--- src/rtl/game_timer_bcd.sv ---
// Seconds timer for the card-flip game: N-digit BCD up/down count with pause,
// preset, sticky timeout and active-low 7-segment outputs.
//
// state   | meaning
// IDLE    | after reset, count held, waiting for game_start
// RUNNING | divider advancing, count updates on each tick
// PAUSED  | divider and count frozen while pause is high
// DONE    | game ended or terminal count reached, count held
module game_timer_bcd #(
  parameter int CLK_HZ        = 50000000,
  parameter int NUM_DIGITS    = 4,
  parameter bit BLANK_LEADING = 1'b1
) (
  input  logic                    clk,
  input  logic                    reset,
  input  logic                    game_start,
  input  logic                    game_end,
  input  logic                    pause,
  input  logic                    count_down,
  input  logic [4*NUM_DIGITS-1:0] preset,
  output logic [4*NUM_DIGITS-1:0] bcd_count,
  output logic                    running,
  output logic                    timeout,
  output logic [7*NUM_DIGITS-1:0] hex_out
);

  localparam int BW    = 4 * NUM_DIGITS;
  localparam int DIV_W = (CLK_HZ > 1) ? $clog2(CLK_HZ) : 1;
  localparam logic [DIV_W-1:0] DIV_MAX   = DIV_W'(CLK_HZ - 1);
  localparam logic [BW-1:0]    ALL_NINES = {NUM_DIGITS{4'h9}};

  typedef enum logic [1:0] {IDLE, RUNNING, PAUSED, DONE} state_t;

  state_t           state_q, state_d;
  logic [DIV_W-1:0] div_q, div_d;
  logic [BW-1:0]    cnt_q, cnt_d;
  logic             to_q, to_d;
  logic             mode_q, mode_d;
  logic [BW-1:0]    cnt_dec;

  function automatic logic [BW-1:0] bcd_inc(input logic [BW-1:0] v);
    logic [BW-1:0] r;
    logic          c;
    r = v;
    c = 1'b1;
    for (int i = 0; i < NUM_DIGITS; i++) begin
      if (c) begin
        if (v[4*i +: 4] == 4'd9) begin
          r[4*i +: 4] = 4'd0;
        end else begin
          r[4*i +: 4] = v[4*i +: 4] + 4'd1;
          c = 1'b0;
        end
      end
    end
    return r;
  endfunction

  // Invalid digits simply step down by one, so a bad preset still drains to 0.
  function automatic logic [BW-1:0] bcd_dec(input logic [BW-1:0] v);
    logic [BW-1:0] r;
    logic          b;
    r = v;
    b = 1'b1;
    for (int i = 0; i < NUM_DIGITS; i++) begin
      if (b) begin
        if (v[4*i +: 4] == 4'd0) begin
          r[4*i +: 4] = 4'd9;
        end else begin
          r[4*i +: 4] = v[4*i +: 4] - 4'd1;
          b = 1'b0;
        end
      end
    end
    return r;
  endfunction

  function automatic logic [6:0] seg7(input logic [3:0] d);
    case (d)
      4'd0:    seg7 = 7'b1000000;
      4'd1:    seg7 = 7'b1111001;
      4'd2:    seg7 = 7'b0100100;
      4'd3:    seg7 = 7'b0110000;
      4'd4:    seg7 = 7'b0011001;
      4'd5:    seg7 = 7'b0010010;
      4'd6:    seg7 = 7'b0000010;
      4'd7:    seg7 = 7'b1111000;
      4'd8:    seg7 = 7'b0000000;
      4'd9:    seg7 = 7'b0010000;
      default: seg7 = 7'b1111111;
    endcase
  endfunction

  always_ff @(posedge clk or posedge reset) begin
    if (reset) begin
      state_q <= IDLE;
      div_q   <= '0;
      cnt_q   <= '0;
      to_q    <= 1'b0;
      mode_q  <= 1'b0;
    end else begin
      state_q <= state_d;
      div_q   <= div_d;
      cnt_q   <= cnt_d;
      to_q    <= to_d;
      mode_q  <= mode_d;
    end
  end

  assign cnt_dec = bcd_dec(cnt_q);

  // PAUSED with pause low resumes and advances the divider in the same edge.
  always_comb begin
    state_d = state_q;
    div_d   = div_q;
    cnt_d   = cnt_q;
    to_d    = to_q;
    mode_d  = mode_q;
    if (game_start) begin
      state_d = RUNNING;
      div_d   = '0;
      to_d    = 1'b0;
      mode_d  = count_down;
      cnt_d   = count_down ? preset : '0;
    end else if (state_q == RUNNING || state_q == PAUSED) begin
      if (game_end) begin
        state_d = DONE;
      end else if (mode_q && cnt_q == '0) begin
        state_d = DONE;
        to_d    = 1'b1;
      end else if (pause) begin
        state_d = PAUSED;
      end else begin
        state_d = RUNNING;
        if (div_q == DIV_MAX) begin
          div_d = '0;
          if (!mode_q) begin
            if (cnt_q == ALL_NINES) begin
              to_d    = 1'b1;
              state_d = DONE;
            end else begin
              cnt_d = bcd_inc(cnt_q);
            end
          end else begin
            cnt_d = cnt_dec;
            if (cnt_dec == '0) begin
              to_d    = 1'b1;
              state_d = DONE;
            end
          end
        end else begin
          div_d = div_q + DIV_W'(1);
        end
      end
    end
  end

  always_comb begin : hex_decode
    logic lead_zero;
    lead_zero = 1'b1;
    hex_out   = '1;
    for (int i = NUM_DIGITS - 1; i >= 0; i--) begin
      lead_zero = lead_zero && (cnt_q[4*i +: 4] == 4'd0);
      if (BLANK_LEADING && i > 0 && lead_zero) begin
        hex_out[7*i +: 7] = 7'b1111111;
      end else begin
        hex_out[7*i +: 7] = seg7(cnt_q[4*i +: 4]);
      end
    end
  end

  assign bcd_count = cnt_q;
  assign running   = (state_q == RUNNING);
  assign timeout   = to_q;

endmodule

--- config.mk ---
export PLATFORM = sky130hd
export DESIGN_NAME = game_timer_bcd
export DESIGN_NICKNAME = d
export VERILOG_FILES = /design/src/rtl/game_timer_bcd.sv
export SDC_FILE = /design/constraint.sdc
export NUM_CORES = 1
export LEC_CHECK = 0
export ABC_AREA = 0
export CAP_MARGIN = 5
export CORE_UTILIZATION = 45
export CTS_CLUSTER_SIZE = 24
export DETAILED_ROUTE_END_ITERATION = 8
export PLACE_DENSITY = 0.69
export SLEW_MARGIN = 20
export SYNTH_ARGS = -nofsm -noshare
export SYNTH_HDL_FRONTEND = slang
export SYNTH_SLANG_ARGS = --single-unit
export TNS_END_PERCENT = 5
--- constraint.sdc ---
create_clock -name clk -period 5.2 [get_ports clk]
set_clock_uncertainty 0.2 [all_clocks]
set_input_delay 1.3 -clock clk [delete_from_list [all_inputs] [get_ports clk]]
set_output_delay 1.3 -clock clk [all_outputs]
set_load 0.1 [all_outputs]
==> summary.md, run 1 <==
| Metric | Value |
|---|---|
| Setup_tns | `0 ns` |
| First-pass GRT wire length | `18200 um` |
| Vias in the first global route | `about 3600` |
| Count of flip-flops with a built-in enable after synthesis | `0` |
| Area of the multi-input gates | `around 2600 um^2` |
| Dominant register cell in the synthesized netlist | `sky130_fd_sc_hd__dfrtp_1` |
| Antenna Diode Count | `0` |
| Fraction of final layout cells sized beyond drive strength 1 | `around 8.3%` |
| Proportion of synthesized flip-flops having asynchronous set or reset | `100%` |
| Hold crit path type | `reg -> reg` |
| Vias per cell | `6.00` |
| Clock tree sinks | `46` |
| Layout Area Growth over Synthesis | `19.1%` |
| Mapped cell area | `~4000 um^2` |
| Largest net degree at the start of global routing | `47` |
| DRC violation count after routing | `0` |
| Least-Margin Pin Slew | `between 0.9 and 1 ns` |
| Proportion of synthesized chip area in sequential cells | `28.8%` |
| Post-detail-place hpwl | `approximately 8100 um` |
| Die outline width | `96.2 um` |
| Die area | `9260 um^2` |
| Initial drt markers | `302` |
| Number of buffers between clock root and the deepest sink | `2` |
| Library cells used by synthesis | `66` |
| Sequential standard cell area | `1150 um^2` |
| Overall routing resource usage | `25.2%` |
| Data required time at the worst endpoint | `3.70 ns` |
| Num ports | `68` |
| Setup repair after global routing missed its margin | `false` |
| Highest fanout seen on the critical path | `10` |
| Max-slew violation count | `0` |
| Setup crit end kind | `output port` |
| CP arrival | `~3.1 ns` |
| Run status | `completed` |
| Final setup fails | `0` |
| Total number of yosys warnings | `0` |
| Wire length reported by the detailed router | `between 10000 and 15000 um` |
| Starting density of the core | `a little under half` |
| TritonCTS clock tree | `done` |
| Average cell area after synthesis | `between 7 and 8 um^2` |
| Via count of the routed design | `4053` |
| FMAX | `around 0.22 GHz` |
| Worst hold margin | `approximately 0.33 ns` |
| Layout Nets | `610` |
| Shortest period the worst path allows | `4.63 ns` |
| Total of fill cells in the finished design | `roughly 850` |
| Period Utilization, post-route | `around nine tenths` |
| Standard cell area after detailed placement | `4660 um^2` |
| Mapped Cells | `approximately 520` |
| Final weighted congestion in routability-driven placement | `just under 0.9` |
| Core area | `slightly below 9000 um^2` |
| Die extent in y | `96.2 um` |
| Number of antenna violations at the first check in global routing | `0` |
| Final Hold Vio Count | `0` |
| Total number of placement rows | `34` |
| Skew-Pair Late Insertion Delay | `~0.30 ns` |
| Final cell area excluding filler cells | `4760 um^2` |
| Wirelength per Cell | `16.6 um` |
| Max transition margin | `33.6%` |
| Library cell used as clock root buffer | `sky130_fd_sc_hd__clkbuf_8` |
| Setup CP Type | `reg -> out` |
| Buffers on Ports | `67` |
| Quantity of gates resized following cts | `0` |
| Setup crit start kind | `flop` |
| Htree depth | `2` |
| Post-synth net total | `566` |
| Seq cells post-synth | `46` |
| Pre-antenna DRT Iters | `5` |
| Global-route congestion overflow total | `0` |
| CTS clk-pin slew, worst paths | `0.09 ns` |
| Hold-fix buffers at CTS | `0` |
| Maximum capacitance violations | `0` |
| Number of CTS-inserted buffers | `5` |
| Antenna-violating nets left | `0` |
| Number of buffers added for setup after CTS | `0` |
cells by family (layout without fill, tap and decap cells):
family / count (synthesis) / in the layout / share of synthesized area, %
AND/OR/NAND/NOR: 242 / 242 / 32.3
AO/OA/AOI/OAI: 136 / 136 / 21.6
buffers and inverters: 54 / 99 / 5.36
flip-flops: 46 / 46 / 28.8
adder cells (fa/ha/maj): 22 / 22 / 6.89
XOR/XNOR: 17 / 17 / 3.73
multiplexers: 5 / 5 / 1.28
layer usage:
layer  track usage (%)  vias to the layer above  share of wire (%)
met5                 0                        -                  0
met4              5.10                        0                1.0
met3              3.71                       14                7.0
met2              36.9                      168                 42
met1              38.9                     1883                 50
li1                  -                     1988                  -
state kept, by name, indices dropped and copies added (netlist names):
register,count
state_q,2
timeout,1
mode_q,1
bcd_count,16
div_q,26
critical path, stage by stage, from the launching register on:
cell and delay, ns:
sky130_fd_sc_hd__dfrtp_1 0.49, sky130_fd_sc_hd__inv_1 0.15, sky130_fd_sc_hd__ha_1 0.36, sky130_fd_sc_hd__or3b_2 0.53, sky130_fd_sc_hd__nor2_1 0.42, sky130_fd_sc_hd__a21oi_1 0.20
sky130_fd_sc_hd__a21oi_1 0.18, sky130_fd_sc_hd__nor2_1 0.05, sky130_fd_sc_hd__a21oi_1 0.14, sky130_fd_sc_hd__buf_4 0.30
layout by cell type (no fill, tap or decap), drive strengths merged, types with 14 or more instances in the layout:
cell | Yosys | final
o21ai | 45 | 45
nor3 | 18 | 18
nand3 | 20 | 20
nand2 | 46 | 46
buf | 8 | 17
clkdlybuf4s50 | 0 | 53
xnor2 | 14 | 14
inv | 20 | 20
ha | 22 | 22
a21oi | 31 | 31
nor2 | 69 | 69
dfrtp | 46 | 46
synthesized netlist by cell type (3+ instances only):
cell / instances / share of area, %
sky130_fd_sc_hd__nand4_1: 12 / 1.9
sky130_fd_sc_hd__or2_2: 4 / 0.63
sky130_fd_sc_hd__and3b_1: 4 / 0.88
sky130_fd_sc_hd__o2bb2ai_1: 4 / 0.88
sky130_fd_sc_hd__o31ai_1: 9 / 1.7
sky130_fd_sc_hd__a31oi_1: 4 / 0.63
sky130_fd_sc_hd__buf_2: 8 / 1.0
sky130_fd_sc_hd__nor3b_1: 3 / 0.56
sky130_fd_sc_hd__a22o_1: 5 / 1.1
sky130_fd_sc_hd__a22oi_1: 4 / 0.75
sky130_fd_sc_hd__nand2_1: 46 / 4.3
sky130_fd_sc_hd__a211oi_1: 4 / 0.75
sky130_fd_sc_hd__nand2b_1: 8 / 1.3
sky130_fd_sc_hd__nor4_1: 11 / 1.7
sky130_fd_sc_hd__nor2_1: 69 / 6.5
sky130_fd_sc_hd__or3_1: 3 / 0.47
sky130_fd_sc_hd__o21ai_0: 44 / 5.5
sky130_fd_sc_hd__a21oi_1: 31 / 3.9
sky130_fd_sc_hd__clkbuf_1: 24 / 2.3
sky130_fd_sc_hd__or3b_2: 4 / 0.88
sky130_fd_sc_hd__xnor2_1: 14 / 3.1
sky130_fd_sc_hd__o21a_1: 3 / 0.56
sky130_fd_sc_hd__xor2_1: 3 / 0.66
sky130_fd_sc_hd__nor3_1: 18 / 2.3
sky130_fd_sc_hd__ha_1: 22 / 6.9
sky130_fd_sc_hd__o211ai_1: 3 / 0.56
sky130_fd_sc_hd__nor4bb_1: 4 / 1.0
sky130_fd_sc_hd__and2_1: 6 / 0.94
sky130_fd_sc_hd__inv_1: 20 / 1.9
sky130_fd_sc_hd__mux2i_1: 4 / 1.0
sky130_fd_sc_hd__nor4b_1: 3 / 0.66
sky130_fd_sc_hd__a221oi_1: 6 / 1.3
sky130_fd_sc_hd__and3_1: 12 / 1.9
sky130_fd_sc_hd__nand3_1: 20 / 2.5
sky130_fd_sc_hd__dfrtp_1: 46 / 29
worst paths after layout:
path,from,to,slack (ns),cells after the start
max,bcd_count[12],hex_out[13],0.57,9
max in group asynchronous,reset,bcd_count[0],3.06,2
min in group asynchronous,reset,bcd_count[12],1.24,2
min,div_q[5],div_q[5],0.33,1
max reg2reg,bcd_count[12],div_q[21],1.86,9
min reg2reg,div_q[5],div_q[5],0.33,1
stage by stage:
| step | worst slack, ns | instances | util, % |
|---|---|---|---|
| after floorplan | -0.733 | 522 | - |
| after global placement | 1.05 | 667 | 53.7 |
| after detailed placement | 0.993 | 667 | 53.7 |
| after CTS | 0.633 | 675 | 54.8 |
| after global routing | 0.452 | 675 | 54.8 |
| final | 0.572 | 675 | 54.8 |
layout make-up:
class | instances | area share (%)
clock buffers | 5 | 1.45
clock inverters | 3 | 0.526
inverters | 21 | 1.68
multi-input cells | 422 | 55.5
flip-flops and latches | 46 | 24.2
well taps | 108 | 2.84
repair buffers | 70 | 13.8
Power of run 1 is left out: the tool's default activity adds up to more than one toggle a clock period on the data nets, which glitch-free logic cannot reach.
==> run 2, diff against run 1 <==
REMOVE_ABC_BUFFERS = 1   (was unset)
TNS_END_PERCENT = unset   (was 5)
==> summary.md, run 2 (synthesized netlist as in run 1, its figures left out) <==
| Metric | Value |
|---|---|
| Hold Path End | `div_q[5]` |
| Least-Margin Pin Slew | `just under 1 ns` |
| Overall routing resource usage | `25.2%` |
| Most used cell along the critical path | `sky130_fd_sc_hd__a21oi_1` |
| Hold Crit Depth | `1` |
| Largest register by flop count | `div_q` |
| Shortest period the worst path allows | `4.45 ns` |
| Number of CTS-inserted buffers | `5` |
| Highest fanout seen on the critical path | `10` |
| Starting density of the core | `a little under half` |
| Skew-Pair Late Insertion Delay | `about 0.3 ns` |
| Library cell used as clock root buffer | `sky130_fd_sc_hd__clkbuf_8` |
| R2r worst-path depth | `10` |
| Number of buffers between clock root and the deepest sink | `2` |
| Die outline width | `96.2 um` |
| DRC violation count after routing | `0` |
| Slowest stage cell on the critical path | `sky130_fd_sc_hd__or3b_2` |
| Worst hold start | `div_q[5]` |
| Core area | `8680 um^2` |
| Number of buffers added for setup after CTS | `0` |
| Quantity of gates resized following cts | `0` |
| TritonCTS clock tree | `done` |
| Layout Nets | `612` |
| Commonest non-fill, non-tap cell in the layout | `sky130_fd_sc_hd__nor2_1` |
| Setup crit end kind | `output port` |
| Pre-antenna DRT Iters | `5` |
| Max-slew violation count | `0` |
| Setup_tns | `0 ns` |
| Vias in the first global route | `~3900` |
| Final setup fails | `0` |
| Layout Area Growth over Synthesis | `19.8%` |
| Vias per cell | `around 6.1` |
| Largest register FFs | `26` |
| Hold crit path type | `reg -> reg` |
| Number of antenna violations at the first check in global routing | `0` |
| Data required time at the worst endpoint | `3.70 ns` |
| Htree depth | `2` |
| CTS clk-pin slew, worst paths | `~0.090 ns` |
| Max transition margin | `roughly 34%` |
| Minimum setup slack among reg-to-reg paths | `approximately 1.9 ns` |
| Final Hold Vio Count | `0` |
| Hold-fix buffers at CTS | `0` |
| Largest net degree at the start of global routing | `47` |
| Clock tree sinks | `46` |
| Setup CP Type | `reg -> out` |
| Antenna Diode Count | `0` |
| Die area | `9260 um^2` |
| Cell chain of the critical path | `inv_1 > ha_1 > or3b_2 > nor2_1 > a21oi_1 > a21oi_1 > nor2_1 > a21oi_1 > buf_4` |
| Final weighted congestion in routability-driven placement | `slightly below 0.9` |
| Num ports | `between 60 and 70` |
| Buffers on Ports | `67` |
| Endpoint of the worst-slack reg-to-reg timing path | `bcd_count[13]` |
| Most used cells in the layout excluding fill and tap cells | `69 x sky130_fd_sc_hd__nor2_1, 53 x sky130_fd_sc_hd__clkdlybuf4s50_1, 46 x sky130_fd_sc_hd__nand2_1, 46 x sky130_fd_sc_hd__dfrtp_1, 44 x sky130_fd_sc_hd__o21ai_0` |
| Launch instance of the worst register-to-register path | `bcd_count[0]` |
| Global-route congestion overflow total | `0` |
| Antenna-violating nets left | `0` |
| Run status | `completed` |
| Post-detail-place hpwl | `8070 um` |
| Via count of the routed design | `4108` |
| First-pass GRT wire length | `18400 um` |
| FMAX | `0.225 GHz` |
| Wirelength per Cell | `approximately 17 um` |
| Setup crit start kind | `flop` |
| Period Utilization, post-route | `85.6%` |
| Maximum capacitance violations | `0` |
| Initial drt markers | `215` |
| Die extent in y | `between 90 and 100 um` |
| Setup repair after global routing missed its margin | `false` |
| Total number of placement rows | `34` |
| CP arrival | `2.95 ns` |
| Fraction of final layout cells sized beyond drive strength 1 | `8.26%` |
| Crit-path max cell delay | `roughly 0.55 ns` |
| Wire length reported by the detailed router | `11200 um` |
[run 2: critical path: cells and delay by family, from the launching register on]
kind	cells	cell delay [ns]
fa+ha+maj	1	0.34
flops	1	0.49
compound gates	3	0.48
buf+inv	2	0.45
simple gates	3	0.89
[run 2: layout make-up]
class,count,area (um^2)
well taps,108,135
repair buffers,72,673
multi-input cells,422,2630
flip-flops and latches,46,1150
fillers,826,3890
clock buffers,5,68.8
inverters,21,80.1
clock inverters,3,43.8
[run 2: worst max-delay path by stage]
stage	from	endpoint	slack [ns]
3_5_place_dp	bcd_count[12]	hex_out[13]	1.11
4_1_cts	bcd_count[12]	hex_out[13]	0.77
2_1_floorplan	bcd_count[12]	hex_out[8]	-0.81
3_3_place_gp	bcd_count[12]	hex_out[13]	1.17
6_report	bcd_count[12]	hex_out[13]	0.75
5_1_grt	bcd_count[12]	hex_out[13]	0.51
[run 2: layer usage]
metal / track usage [%] / vias up / wire length, um
li1: - / 1983 / -
met1: 33.5 / 1967 / 5120
met2: 42.4 / 140 / 5350
met3: 3.87 / 18 / 614
met4: 6.72 / 0 / 133
met5: 0 / - / 0
[run 2: per-stage QoR]
stage	setup WS [ns]	hold WS, ns	util [%]	cell area (um^2)	std cells
6_report	0.747	0.317	55.1	4790	677
5_1_grt	0.507	0.351	55.1	4790	677
4_1_cts	0.771	0.323	55.1	4780	677
3_5_place_dp	1.11	0.304	53.8	4670	669
3_3_place_gp	1.17	0.289	53.8	4670	669
2_1_floorplan	-0.811	0.259	-	3860	489
Power of run 2 is left out for the same reason.
==> run 3, diff against run 2 <==
SLEW_MARGIN = unset   (was 20)
clock period = 4.1 ns   (was 5.2 ns; I/O delays follow)
==> summary.md, run 3 (synthesized netlist as in run 1, its figures left out) <==
| Metric | Value |
|---|---|
| Largest register FFs | `26` |
| Highest fanout seen on the critical path | `10` |
| Commonest non-fill, non-tap cell in the layout | `sky130_fd_sc_hd__nor2_1` |
| Standard cell area after detailed placement | `4810 um^2` |
| Number of CTS-inserted buffers | `5` |
| Die area | `9260 um^2` |
| Sequential standard cell area | `1150 um^2` |
| Final cell area excluding filler cells | `4930 um^2` |
| Largest net degree at the start of global routing | `47` |
| Layout Nets | `615` |
| DRC violation count after routing | `0` |
| Num ports | `between 60 and 70` |
| Core area | `approximately 8700 um^2` |
| Final worst setup slack | `roughly 0.17 ns` |
| Number of buffers between clock root and the deepest sink | `2` |
| Global-route congestion overflow total | `0` |
| Die extent in y | `roughly 96 um` |
| Initial drt markers | `305` |
| Setup crit end kind | `output port` |
| Area of the multi-input gates | `roughly 2600 um^2` |
| Shortest period the worst path allows | `3.93 ns` |
| Final weighted congestion in routability-driven placement | `0.930` |
| Clock tree sinks | `between 40 and 50` |
| Vias in the first global route | `3776` |
| Pre-antenna DRT Iters | `5` |
| Wirelength per Cell | `16.9 um` |
| Dominant delay contributor by cell family on the critical path | `simple AND/OR/NAND/NOR gates` |
| Via count of the routed design | `4153` |
| Number of placed instances, taps included | `672` |
| Setup CP Type | `reg -> out` |
| Worst path bufs/invs | `3` |
| Cell chain of the critical path | `inv_1 > ha_4 > or3b_2 > nor2_1 > buf_4 > a21oi_1 > o31ai_1 > buf_12` |
| Minimum setup slack among reg-to-reg paths | `0.75 ns` |
| Overall routing resource usage | `between 20% and 30%` |
| Fraction of final layout cells sized beyond drive strength 1 | `14.5%` |
| Post-detail-place hpwl | `8360 um` |
| Starting density of the core | `46.0%` |
| Total number of placement rows | `34` |
| Run status | `completed` |
| TritonCTS clock tree | `done` |
| Max transition margin | `35.2%` |
| Max-slew violation count | `0` |
| Library cell used as clock root buffer | `sky130_fd_sc_hd__clkbuf_8` |
| CP arrival | `2.71 ns` |
| Skew-Pair Late Insertion Delay | `0.31 ns` |
| Setup crit start kind | `flop` |
| Hold crit path type | `reg -> reg` |
| Non-filler instance count after layout | `680` |
| Total of fill cells in the finished design | `818` |
| Final setup fails | `0` |
| First-pass GRT wire length | `18500 um` |
| Slowest stage cell on the critical path | `sky130_fd_sc_hd__or3b_2` |
| Number of antenna violations at the first check in global routing | `0` |
| Maximum capacitance violations | `0` |
| Vias per cell | `between 6 and 7` |
| Period Utilization, post-route | `95.9%` |
| Antenna Diode Count | `0` |
| Buffers on Ports | `67` |
| Most used cells in the layout excluding fill and tap cells | `69 x sky130_fd_sc_hd__nor2_1, 46 x sky130_fd_sc_hd__nand2_1, 46 x sky130_fd_sc_hd__dfrtp_1` |
| Htree depth | `2` |
| Data required time at the worst endpoint | `around 2.9 ns` |
| Hold-fix buffers at CTS | `0` |
| Largest register by flop count | `div_q` |
| Final Hold Vio Count | `0` |
| Placement Setup Slack | `approximately 0.39 ns` |
| Die outline width | `around 96 um` |
| Wire length reported by the detailed router | `between 10000 and 15000 um` |
| Layout Area Growth over Synthesis | `23.5%` |
| FMAX | `0.254 GHz` |
| Antenna-violating nets left | `0` |
| CTS clk-pin slew, worst paths | `approximately 0.090 ns` |
| Crit-path max cell delay | `0.52 ns` |
| Least-Margin Pin Slew | `0.969 ns` |
| Number of buffers added for setup after CTS | `0` |
## run 3: cell types whose count changed in the layout (fill, tap and decap cells not counted), sizes merged
cell / before / now
buf: 19 / 52
clkbuf: 5 / 6
clkdlybuf4s50: 53 / 23
clkinv: 3 / 1
clkinvlp: 0 / 1
## run 3: final cells by class
class	count	area share [%]
clock buffer	6	1.47
timing repair buffer	75	16.4
inverter	21	1.60
multi-input combinational	422	53.7
sequential	46	23.3
clock inverter	2	0.761
tap	108	2.74
## run 3: stage by stage
step	hold slack [ns]	utilization (%)	setup TNS (ns)
2_1_floorplan	0.259	-	-16.67
3_3_place_gp	0.281	55.4	0
3_5_place_dp	0.295	55.4	0
4_1_cts	0.310	56.7	0
5_1_grt	0.322	56.8	-0.000810
6_report	0.314	56.8	0
## run 3: path summary, 6_finish.rpt
check / from / endpoint / cells past startpoint
setup / recovery: bcd_count[13] / hex_out[9] / 8
min in group asynchronous: reset / bcd_count[3] / 2
hold reg to reg: div_q[5] / div_q[5] / 1
hold / removal: div_q[5] / div_q[5] / 1
setup reg to reg: bcd_count[9] / bcd_count[8] / 8
max in group asynchronous: reset / bcd_count[10] / 2
## run 3: routing by layer
metal	part of all wire [%]	global-route usage, %
met4	1.6	8.71
met3	6.0	3.55
met5	0	0
met1	44	34.5
met2	48	42.3
## run 3: what timing repair did
action                                  in CTS  in global routing
endpoints found under the setup margin       0                  7
resized for setup                            0                  5
hold endpoints to repair                     0                  0
## run 3: worst reg2reg max path, delay by kind of cell, from the launching register on
kind | cells | cell delay (ns)
fa+ha+maj | 1 | 0.25
simple gates | 3 | 1.15
buf+inv | 1 | 0.18
flops | 1 | 0.48
compound gates | 3 | 0.94
Power of run 3 is left out for the same reason.
